$ cat src/rtl/systolic_skew_feeder.sv
`default_nettype none
// ============================================================================
// Module   : systolic_skew_feeder
// Purpose  : Buffers one NxN operand pair and streams it diagonally skewed,
//            zero-padded, into the west/north edges of an NxN systolic array.
//            Optional macro SKEW_FEEDER_AUTOSTART_EN: stream starts as soon
//            as the last load beat is accepted (start input unused).
// Revision : 1.0 - initial release
// ============================================================================
module systolic_skew_feeder #(
    parameter int DATA_WIDTH = 10,
    parameter int N          = 4
) (
    input  logic                    clk,
    input  logic                    rst,
    input  logic                    in_valid,
    output logic                    in_ready,
    input  logic [N*DATA_WIDTH-1:0] in_a,
    input  logic [N*DATA_WIDTH-1:0] in_b,
    input  logic                    start,
    output logic                    busy,
    output logic                    out_valid,
    output logic [N*DATA_WIDTH-1:0] a_out,
    output logic [N*DATA_WIDTH-1:0] b_out,
    output logic                    done
);

    localparam int c_cnt_w = $clog2(3*N-2);
    localparam int c_idx_w = $clog2(N);
    localparam logic [c_cnt_w-1:0] c_k_last = c_cnt_w'(N-1);
    localparam logic [c_cnt_w-1:0] c_t_last = c_cnt_w'(3*N-3);
    localparam logic [c_cnt_w-1:0] c_n      = c_cnt_w'(N);
    localparam logic [c_cnt_w-1:0] c_one    = c_cnt_w'(1);

    typedef enum logic [1:0] {
        S_LOAD   = 2'd0,
        S_READY  = 2'd1,
        S_STREAM = 2'd2,
        S_DONE   = 2'd3
    } state_t;

    state_t                    state_q, state_d;
    logic [c_cnt_w-1:0]        k_q, k_d;
    logic [c_cnt_w-1:0]        t_q, t_d;
    logic                      busy_q, busy_d;
    logic                      valid_q, valid_d;
    logic                      done_q, done_d;
    logic [N*DATA_WIDTH-1:0]   a_q, a_d;
    logic [N*DATA_WIDTH-1:0]   b_q, b_d;

    logic [DATA_WIDTH-1:0]     bufa_q [N][N];
    logic [DATA_WIDTH-1:0]     bufb_q [N][N];

    logic                      w_load_fire;
    logic [c_cnt_w-1:0]        w_ts;
    logic [N*DATA_WIDTH-1:0]   w_a_beat;
    logic [N*DATA_WIDTH-1:0]   w_b_beat;

    assign w_load_fire = (state_q == S_LOAD) && in_valid;

    // Beat index that will be on the outputs after the coming edge.
    assign w_ts = (state_q == S_STREAM) ? (t_q + c_one) : '0;

    always_comb begin : p_beat
        logic [c_cnt_w-1:0] off;
        w_a_beat = '0;
        w_b_beat = '0;
        off      = '0;
        for (int i = 0; i < N; i++) begin
            off = w_ts - c_cnt_w'(i);
            if ((w_ts >= c_cnt_w'(i)) && (off < c_n)) begin
                w_a_beat[i*DATA_WIDTH +: DATA_WIDTH] = bufa_q[i][off[c_idx_w-1:0]];
                w_b_beat[i*DATA_WIDTH +: DATA_WIDTH] = bufb_q[off[c_idx_w-1:0]][i];
            end
        end
    end

    always_ff @(posedge clk) begin
        if (!rst && w_load_fire) begin
            for (int i = 0; i < N; i++) begin
                bufa_q[i][k_q[c_idx_w-1:0]] <= in_a[i*DATA_WIDTH +: DATA_WIDTH];
                bufb_q[k_q[c_idx_w-1:0]][i] <= in_b[i*DATA_WIDTH +: DATA_WIDTH];
            end
        end
    end

    always_comb begin
        state_d = state_q;
        k_d     = k_q;
        t_d     = t_q;
        busy_d  = 1'b0;
        valid_d = 1'b0;
        done_d  = 1'b0;
        a_d     = '0;
        b_d     = '0;
        case (state_q)
            S_LOAD: begin
                if (in_valid) begin
                    if (k_q == c_k_last) begin
                        k_d = '0;
`ifdef SKEW_FEEDER_AUTOSTART_EN
                        state_d = S_STREAM;
                        t_d     = '0;
                        busy_d  = 1'b1;
                        valid_d = 1'b1;
                        a_d     = w_a_beat;
                        b_d     = w_b_beat;
`else
                        state_d = S_READY;
`endif
                    end else begin
                        k_d = k_q + c_one;
                    end
                end
            end
            S_READY: begin
                if (start) begin
                    state_d = S_STREAM;
                    t_d     = '0;
                    busy_d  = 1'b1;
                    valid_d = 1'b1;
                    a_d     = w_a_beat;
                    b_d     = w_b_beat;
                end
            end
            S_STREAM: begin
                if (t_q == c_t_last) begin
                    state_d = S_DONE;
                    t_d     = '0;
                    done_d  = 1'b1;
                end else begin
                    t_d     = t_q + c_one;
                    busy_d  = 1'b1;
                    valid_d = 1'b1;
                    a_d     = w_a_beat;
                    b_d     = w_b_beat;
                end
            end
            S_DONE:  state_d = S_LOAD;
            default: state_d = S_LOAD;
        endcase
    end

    always_ff @(posedge clk) begin
        if (rst) begin
            state_q <= S_LOAD;
            k_q     <= '0;
            t_q     <= '0;
            busy_q  <= 1'b0;
            valid_q <= 1'b0;
            done_q  <= 1'b0;
            a_q     <= '0;
            b_q     <= '0;
        end else begin
            state_q <= state_d;
            k_q     <= k_d;
            t_q     <= t_d;
            busy_q  <= busy_d;
            valid_q <= valid_d;
            done_q  <= done_d;
            a_q     <= a_d;
            b_q     <= b_d;
        end
    end

    assign in_ready  = (state_q == S_LOAD);
    assign busy      = busy_q;
    assign out_valid = valid_q;
    assign done      = done_q;
    assign a_out     = a_q;
    assign b_out     = b_q;

endmodule
`default_nettype wire

$ cat config.mk
export PLATFORM = sky130hd
export DESIGN_NAME = systolic_skew_feeder
export DESIGN_NICKNAME = d
export VERILOG_FILES = /design/src/rtl/systolic_skew_feeder.sv
export SDC_FILE = /design/constraint.sdc
export NUM_CORES = 1
export LEC_CHECK = 0
export BUFFER_PORTS_ARGS = -buffer_cell sky130_fd_sc_hd__buf_2
export CORE_ASPECT_RATIO = 1.25
export CORE_MARGIN = 4
export CORE_UTILIZATION = 55
export CTS_CLUSTER_DIAMETER = 150
export DETAILED_ROUTE_END_ITERATION = 10
export PLACE_DENSITY = 0.86
export REMOVE_ABC_BUFFERS = 1
export SYNTH_ARGS = -nofsm -noshare
export SYNTH_HDL_FRONTEND = slang
export SYNTH_SLANG_ARGS = --single-unit
$ cat constraint.sdc
create_clock -name clk -period 3.84 [get_ports clk]
set_input_delay 0.96 -clock clk [delete_from_list [all_inputs] [get_ports clk]]
set_output_delay 0.96 -clock clk [all_outputs]
set_load 0.005 [all_outputs]
==> results of run 1 <==
-- cell type report --
class | instances | area, um2
antenna | 3 | 7.507
clock buffer | 57 | 1085
clock inverter | 16 | 183.9
fill | 1782 | 9299
inverter | 11 | 43.79
multi-input combinational | 371 | 3193
sequential | 412 | 11450
tap | 345 | 431.7
timing repair buffer | 185 | 1046
-- metal layers --
layer	wire, um	up-vias	global-route usage [%]	part of all wire [%]
met4	648	8	6.252	2.2
met1	10810	3918	23.69	37
met5	55	-	0	0.19
li1	-	3552	-	-
met3	2159	53	4.733	7.4
met2	15500	280	35.30	53
-- logic make-up after synthesis --
| logic type | Yosys count | share of synthesized area (%) |
|---|---|---|
| buffers and inverters | 53 | 1.725 |
| DFF | 412 | 77.02 |
| AOI/OAI and AO/OA | 60 | 3.619 |
| adders and majority gates | 14 | 1.178 |
| muxes | 81 | 8.819 |
| and+or+nand+nor | 210 | 7.237 |
| xor gates and xnor gates | 6 | 0.4040 |
-- flip-flops by register name, indices dropped and copies added (netlist names) --
register / cells
b_out: 40
k_q: 4
done: 1
out_valid: 1
a_out: 40
t_q: 4
bufa_q: 160
state_q: 2
bufb_q: 160
-- per-stage QoR --
step | instances | hold WS [ps] | utilization, % | total power, W
floorplan | 794 | 475.3 | - | 0.005294
CTS | 1397 | 523.0 | 65.20 | 0.009194
global placement | 1324 | 499.0 | 60.45 | 0.005440
detailed placement | 1324 | 513.9 | 60.45 | 0.005468
finish | 1400 | 519.5 | 65.23 | 0.009122
global route | 1400 | 559.0 | 65.23 | 0.009443
-- worst min-delay path by stage --
stage,from,endpoint,slack (ps),cells after the start
floorplan,k_q[1],k_q[1],480,2
CTS,k_q[1],k_q[1],520,2
finish,k_q[1],k_q[1],520,2
global route,k_q[1],k_q[1],560,2
global placement,k_q[1],k_q[1],500,2
detailed placement,k_q[1],k_q[1],510,2
-- synth_stat cells, types with 2 or more instances --
library cell	instances	share of area [%]
sky130_fd_sc_hd__edfxtp_1	320	65
sky130_fd_sc_hd__o21ai_0	4	0.13
sky130_fd_sc_hd__nand2_1	86	2.2
sky130_fd_sc_hd__ha_1	14	1.2
sky130_fd_sc_hd__mux4_2	40	6.1
sky130_fd_sc_hd__a211oi_2	21	1.8
sky130_fd_sc_hd__buf_4	11	0.56
sky130_fd_sc_hd__and3_1	42	1.8
sky130_fd_sc_hd__buf_2	5	0.17
sky130_fd_sc_hd__clkbuf_1	25	0.63
sky130_fd_sc_hd__nor2_1	12	0.30
sky130_fd_sc_hd__a21oi_1	9	0.30
sky130_fd_sc_hd__mux2i_1	41	2.8
sky130_fd_sc_hd__dfxtp_1	92	12
sky130_fd_sc_hd__nor3_1	3	0.10
sky130_fd_sc_hd__nor2b_1	44	1.9
sky130_fd_sc_hd__or4_1	2	0.10
sky130_fd_sc_hd__nand2b_1	2	0.084
sky130_fd_sc_hd__xor2_1	2	0.12
sky130_fd_sc_hd__and2_1	4	0.17
sky130_fd_sc_hd__xnor2_1	3	0.18
sky130_fd_sc_hd__inv_1	10	0.25
sky130_fd_sc_hd__a211oi_1	21	1.1
sky130_fd_sc_hd__nor3b_1	3	0.15
sky130_fd_sc_hd__nand3_1	5	0.17
-- worst max-delay path, delay by kind of cell (launching register included) --
family,cells,cell delay (ps)
AOI/OAI and AO/OA,2,340
adders and majority gates,2,820
buffers and inverters,4,1120
DFF,1,330
and+or+nand+nor,2,610
-- power by group through the flow --
| stage | Combinational, W | Sequential, W | Clock [W] |
|---|---|---|---|
| finish | 0.000359 | 0.00501 | 0.00375 |
| global route | 0.000398 | 0.00502 | 0.00403 |
| CTS | 0.000365 | 0.00501 | 0.00382 |
| detailed placement | 0.000363 | 0.00511 | 0 |
| global placement | 0.000345 | 0.00509 | 0 |
| floorplan | 0.000188 | 0.00511 | 0 |
==> reports/summary.log, run 1 <==
qor: timing.period_utilization 87.20%
qor: global_routing.grt_max_degree 81
qor: routing.detail_route.wl_per_cell 20.84 um
qor: floorplanning.fp.dieW 155.1 um
qor: timing.report.final.hold_viol_count 0
qor: timing.fin_worst_skew 19.83 ps
qor: synthesis.post_synth_inst_count 836
qor: clock_tree.clk_pin_slew_worst_paths 60 ps
qor: clock_tree.htree_num_levels 2
qor: pwr.clock_group_share_of_total_power 41.1%
qor: pwr.cellPowerDensity 523.0 nW/um2
qor: placed_design.routabilityCongestion 0.8209
qor: placed_design.placed_cell_area 16170 um2
qor: synthesis.number_of_enable_type_register_cells_in_the_synthesized_netlist 320
qor: pwr.power.share.sequential 54.9%
qor: placed_design.placement.io_buffers 167
qor: worst_setup_path.critical-path-slowest-cell sky130_fd_sc_hd__ha_1
qor: synthesis.ys_async_sr_fraction 0%
qor: floorplanning.fp-row-count 67
qor: synthesis.synth-main-ff-cell sky130_fd_sc_hd__edfxtp_1
qor: timing.fmax 298.6 MHz
qor: timing.timing.final.setup_violations 0
qor: cells_and_area.drive_above_1_share 30.04%
qor: clock_tree.cts_tree yes
qor: timing.timing.setup.tns 0 ps
qor: cells_and_area.final_common_cell sky130_fd_sc_hd__edfxtp_1
qor: routing.routed_wire_length 29180 um
qor: floorplanning.dieHeight 191.8 um
qor: global_routing.grt_pass1_wl 45080 um
qor: worst_setup_path.critPathMaxFanout 23
qor: placed_design.post-dp-hpwl 17390 um
qor: synthesis.ys_types 40
qor: pwr.combPwrFrac 3.9%
qor: timing.slew_viol_final 0
qor: floorplanning.start_util 55.60%
qor: clock_tree.cts.path.max_buffers 3
qor: timing.postLayoutSetupSlackWorst 491.5 ps
qor: worst_setup_path.worstSetupStartpoint state_q[0]
qor: synthesis.postSynthAreaPerCell 17.78 um2
qor: worst_setup_path.timing.critical_path.to b_out[24]
qor: run_status.run_status finished, final reports clean
qor: placed_design.post-place-ws 547.9 ps
qor: clock_tree.cts_hold_fix_bufs 0
qor: pwr.peakVddDrop 0.4220 mV
qor: pwr.p_leak 6.178 nW
qor: worst_setup_path.critPathKind flop to flop
qor: cells_and_area.finalInstanceArea 17440 um2
qor: timing.tightest_slew 1069 ps
qor: routing.drt_pass1_iterations 4
qor: floorplanning.die_area 29740 um2
qor: pwr.power.net_switching 0.001829 W
qor: worst_setup_path.r2r_start state_q[0]
qor: pwr.intPower 0.007293 W
qor: worst_setup_path.worst-endpoint-arrival 3780 ps
qor: routing.detailroute.via_count 7811
qor: clock_tree.cts-buffers-inserted 40
qor: clock_tree.post_cts_setup_buffer_count 0
qor: global_routing.antenna_found_initial 7
qor: worst_setup_path.critical_path.max_stage_delay 460 ps
qor: cells_and_area.area_growth_syn_to_layout 17.32%
qor: timing.relSlewSlack 28.75%
qor: global_routing.vias_in_the_first_global_route 8299
qor: worst_setup_path.required 4270 ps
qor: clock_tree.cts_repair_resize_count 0
qor: timing.final.min_clock_period 3349 ps
qor: routing.detail_route.iter0.violations 418
qor: worst_setup_path.worst_path_cell_chain inv_1 -> ha_1 -> nor2b_4 -> buf_4 -> inv_1 -> ha_1 -> nor3b_1 -> o311ai_4 -> buf_4 -> a211oi_2
qor: worst_setup_path.critical_path.reg2reg.endpoint b_out[24]
qor: routing.drc_errors 0
qor: routing.route.antenna.remaining_nets 0
qor: cells_and_area.commonest_non_fill_non_tap_cells_in_the_layout sky130_fd_sc_hd__edfxtp_1, sky130_fd_sc_hd__buf_2, sky130_fd_sc_hd__dfxtp_1
qor: synthesis.ys_seq_area_share 77.02%
qor: floorplanning.design.core.area 26740 um2
qor: global_routing.grt_util_all_layers 19.75%
qor: synthesis.yosys_warnings 0
qor: worst_setup_path.regToRegSetupSlack 490 ps
qor: synthesis.synth_area 14870 um2
qor: global_routing.grt_overflow_total 0
qor: cells_and_area.design.final.nets 1119
qor: clock_tree.cts_num_sinks 412
qor: min_path.holdCritPathClass flop to flop
qor: worst_setup_path.critical_path.startpoint_type flop
qor: worst_setup_path.reg2reg_depth 10
qor: flow_run.cap_violations 0
qor: clock_tree.ctsRootBufferMaster sky130_fd_sc_hd__clkbuf_16
qor: routing.viasPerCell 5.579
qor: clock_tree.clock_insertion_delay_worst_skew 520 ps
qor: floorplanning.num_io_pins 168
qor: worst_setup_path.worst_setup_path_end_kind flop
qor: synthesis.flop_and_latch_count_out_of_synthesis 412
qor: pwr.switching_share_of_power 20.05%
qor: timing.grt_setup_unrepaired false
Note: power is estimated with default switching activity, not from simulation.
==> inputs of run 2 (changes only) <==
--- a/config.mk
+++ b/config.mk
@@ -8,10 +8,10 @@
 export BUFFER_PORTS_ARGS = -buffer_cell sky130_fd_sc_hd__buf_2
 export CORE_ASPECT_RATIO = 1.25
 export CORE_MARGIN = 4
-export CORE_UTILIZATION = 55
+export CORE_UTILIZATION = 58
 export CTS_CLUSTER_DIAMETER = 150
 export DETAILED_ROUTE_END_ITERATION = 10
-export PLACE_DENSITY = 0.86
+export PLACE_DENSITY = 0.89
 export REMOVE_ABC_BUFFERS = 1
 export SYNTH_ARGS = -nofsm -noshare
 export SYNTH_HDL_FRONTEND = slang
==> run 2 against run 1 <==
- sequential power is essentially flat
- critical endpoint is now a_out[20]
- non-clock buffer count grew 1
- largest power group unchanged
- final cell count shrank 1.5%
- setup slack gained 310 ps
==> reports/summary.log, run 2 (synthesized netlist as in run 1, its figures left out) <==
qor: timing.fin_worst_skew 11.20 ps [-8.632 ps]
qor: clock_tree.cts_repair_resize_count 0 [unchanged]
qor: routing.met3_wirelength 2018 um [-6.5%]
qor: worst_setup_path.critical_path.reg2reg.endpoint a_out[20]
qor: min_path.hold-path-cell-count 2 [unchanged]
qor: cells_and_area.post_layout_util 68.44% [+3.2 points]
qor: timing.relSlewSlack 26.42% [-2.3 points]
qor: cells_and_area.area.sequential 11450 um2 [unchanged]
qor: worst_setup_path.critical_path.startpoint_type flop
qor: worst_setup_path.required 4210 ps [-60 ps]
qor: pwr.switching_share_of_power 19.44% [-0.61 points]
qor: clock_tree.clk_pin_slew_worst_paths 60 ps [about the same]
qor: global_routing.grt_max_degree 81 [unchanged]
qor: routing.detail_route.wl_per_cell 20.91 um [+0.33%]
qor: placed_design.placement.io_buffers 167 [unchanged]
qor: floorplanning.num_io_pins 168 [unchanged]
qor: routing.routedLengthMet1 10670 um [-1.3%]
qor: routing.dr.max_layer_used met5
qor: run_status.run_status finished, final reports clean
qor: pwr.peakVddDrop 0.4316 mV [+2.3%]
qor: timing.postLayoutSetupSlackWorst 800.2 ps [+308.7 ps]
qor: clock_tree.cts_tree yes
qor: routing.met2_wirelength 15360 um [-0.91%]
qor: min_path.hold_path_startpoint k_q[1]
qor: worst_setup_path.worst-endpoint-arrival 3410 ps [-370 ps]
qor: routing.detail_route.iter0.violations 455 [+8.9%]
qor: worst_setup_path.path_delay_family buffers and inverters
qor: routing.viasPerCell 5.636 [+1.0%]
qor: worst_setup_path.critPathKind flop to flop
qor: pwr.clock_group_share_of_total_power 39.7% [-1.4 points]
qor: cells_and_area.n_fill_cell 1626 [-8.8%]
qor: floorplanning.start_util 58.78% [+3.2 points]
qor: global_routing.vias_in_the_first_global_route 8195 [-1.3%]
qor: clock_tree.cts_num_sinks 412 [unchanged]
qor: floorplanning.design.core.area 25290 um2 [-5.4%]
qor: routing.routed_wire_length 28830 um [-1.2%]
qor: min_path.worstHoldEndpoint k_q[1]
qor: placed_design.routabilityCongestion 0.7906 [-3.7%]
qor: clock_tree.post_cts_setup_buffer_count 0 [unchanged]
qor: floorplanning.die_area 28280 um2 [-4.9%]
qor: pwr.cellPowerDensity 514.8 nW/um2 [-1.6%]
qor: clock_tree.htree_num_levels 2 [unchanged]
qor: placed_design.post-dp-hpwl 17330 um [-0.33%]
qor: worst_setup_path.worst_setup_path_end_kind flop
qor: worst_setup_path.critical-path-slowest-cell sky130_fd_sc_hd__ha_1
qor: cells_and_area.multiInputGateArea 3193 um2 [unchanged]
qor: cells_and_area.fin_cells 1379 [-1.5%]
qor: timing.period_utilization 79.16% [-8.0 points]
qor: timing.slew_viol_final 0 [unchanged]
qor: cells_and_area.num_antenna_cells 0 [-3]
qor: worst_setup_path.r2r_start state_q[0]
qor: clock_tree.cts-buffers-inserted 37 [-7.5%]
qor: pwr.power.net_switching 0.001732 W [-5.3%]
qor: flow_run.cap_violations 0 [unchanged]
qor: worst_setup_path.critical_path.max_stage_delay 450 ps [about the same]
qor: routing.detailroute.via_count 7772 [-0.50%]
qor: worst_setup_path.reg2reg_depth 10 [unchanged]
qor: cells_and_area.commonest_non_fill_non_tap_cells_in_the_layout sky130_fd_sc_hd__edfxtp_1, sky130_fd_sc_hd__buf_2, sky130_fd_sc_hd__dfxtp_1
qor: worst_setup_path.regToRegSetupSlack 800 ps [+310 ps]
qor: cells_and_area.area_growth_syn_to_layout 16.44%
qor: worst_setup_path.critical_path.n_buffers_inverters 4 [unchanged]
qor: clock_tree.ctsRootBufferMaster sky130_fd_sc_hd__clkbuf_16
qor: timing.grt_setup_unrepaired false
qor: clock_tree.clock_insertion_delay_worst_skew 510 ps [about the same]
qor: global_routing.antenna_found_initial 5 [-2]
qor: routing.drc_errors 0 [unchanged]
qor: cells_and_area.design.final.nets 1117 [-0.18%]
qor: pwr.combPwrFrac 4.1% [+0.2 points]
qor: worst_setup_path.critPathMaxFanout 27 [+17%]
qor: clock_tree.cts.path.max_buffers 3 [unchanged]
qor: global_routing.grt_pass1_wl 45400 um [+0.71%]
qor: timing.tightest_slew 1104 ps [+34.90 ps]
qor: routing.route.antenna.remaining_nets 0 [unchanged]
qor: pwr.power.share.sequential 56.2% [+1.3 points]
qor: worst_setup_path.worst_path_cell_chain inv_1 -> ha_1 -> nor2b_4 -> buf_4 -> inv_1 -> ha_1 -> and3_1 -> o311ai_4 -> buf_4 -> a211oi_2
qor: timing.fmax 329.0 MHz [+10%]
qor: floorplanning.fp.dieW 151.2 um [-2.5%]
qor: global_routing.grt_overflow_total 0 [unchanged]
qor: clock_tree.cts_hold_fix_bufs 0 [unchanged]
qor: timing.timing.final.setup_violations 0 [unchanged]
qor: cells_and_area.final_common_cell sky130_fd_sc_hd__edfxtp_1
qor: min_path.holdCritPathClass flop to flop
qor: timing.report.final.hold_viol_count 0 [unchanged]
qor: global_routing.grt_util_all_layers 20.95% [+1.2 points]
qor: routing.drt_pass1_iterations 5 [+1]
qor: pwr.p_leak 6.140 nW [-0.63%]
qor: placed_design.placed_cells_incl_taps 1315 [-0.68%]
qor: floorplanning.fp-row-count 65 [-3.0%]
qor: placed_design.post-place-ws 842.3 ps [+294.4 ps]
qor: pwr.intPower 0.007179 W [-1.6%]
qor: timing.final.min_clock_period 3040 ps [-308.7 ps]
qor: floorplanning.dieHeight 187.0 um [-2.5%]
qor: cells_and_area.drive_above_1_share 29.79% [-0.25 points]
[run 2: worst max path at each step]
stage	startpoint	endpoint	depth (start not counted)
finish	state_q[0]	a_out[20]	10
global route	state_q[0]	b_out[23]	10
CTS	state_q[0]	a_out[20]	10
detailed placement	state_q[0]	b_out[23]	10
global placement	state_q[0]	a_out[29]	10
floorplan	t_q[0]	a_out[29]	7
[run 2: worst reg2reg max path: stages (launching register included)]
cell,delay [ps]
sky130_fd_sc_hd__dfxtp_1,330
sky130_fd_sc_hd__inv_1,100
sky130_fd_sc_hd__ha_1,450
sky130_fd_sc_hd__nor2b_4,260
sky130_fd_sc_hd__buf_4,400
sky130_fd_sc_hd__inv_1,180
sky130_fd_sc_hd__ha_1,260
sky130_fd_sc_hd__and3_1,190
sky130_fd_sc_hd__o311ai_4,250
sky130_fd_sc_hd__buf_4,400
sky130_fd_sc_hd__a211oi_2,90
[run 2: through the flow]
stage	power (W)	hold slack (ps)	cell area, um2	setup TNS (ps)
floorplan	0.005294	475.3	14660	-210280
global placement	0.005444	501.5	16150	0
detailed placement	0.005469	519.0	16150	0
CTS	0.008963	527.8	17310	0
global route	0.009210	575.6	17310	0
finish	0.008911	534.1	17310	0
[run 2: cell type report]
type	count	share of cell area, %
timing repair buffer	186	6.013
clock buffer	54	6.006
sequential	412	66.15
inverter	11	0.2530
multi-input combinational	371	18.44
tap	335	2.421
clock inverter	10	0.7083
[run 2: routing by layer]
metal  vias up  track usage, %
met5         -               0
met4        10           6.176
met3        62           4.653
met2       277           36.54
met1      3897           26.15
li1       3526               -
[run 2: power by group through the flow]
stage                     clock network (W)  registers, W  logic, W
after global placement                    0       0.00509  0.000350
after floorplan                           0       0.00511  0.000188
after global routing                0.00379       0.00502  0.000400
final                               0.00354       0.00501  0.000362
after CTS                           0.00358       0.00501  0.000368
after detailed placement                  0       0.00510  0.000365
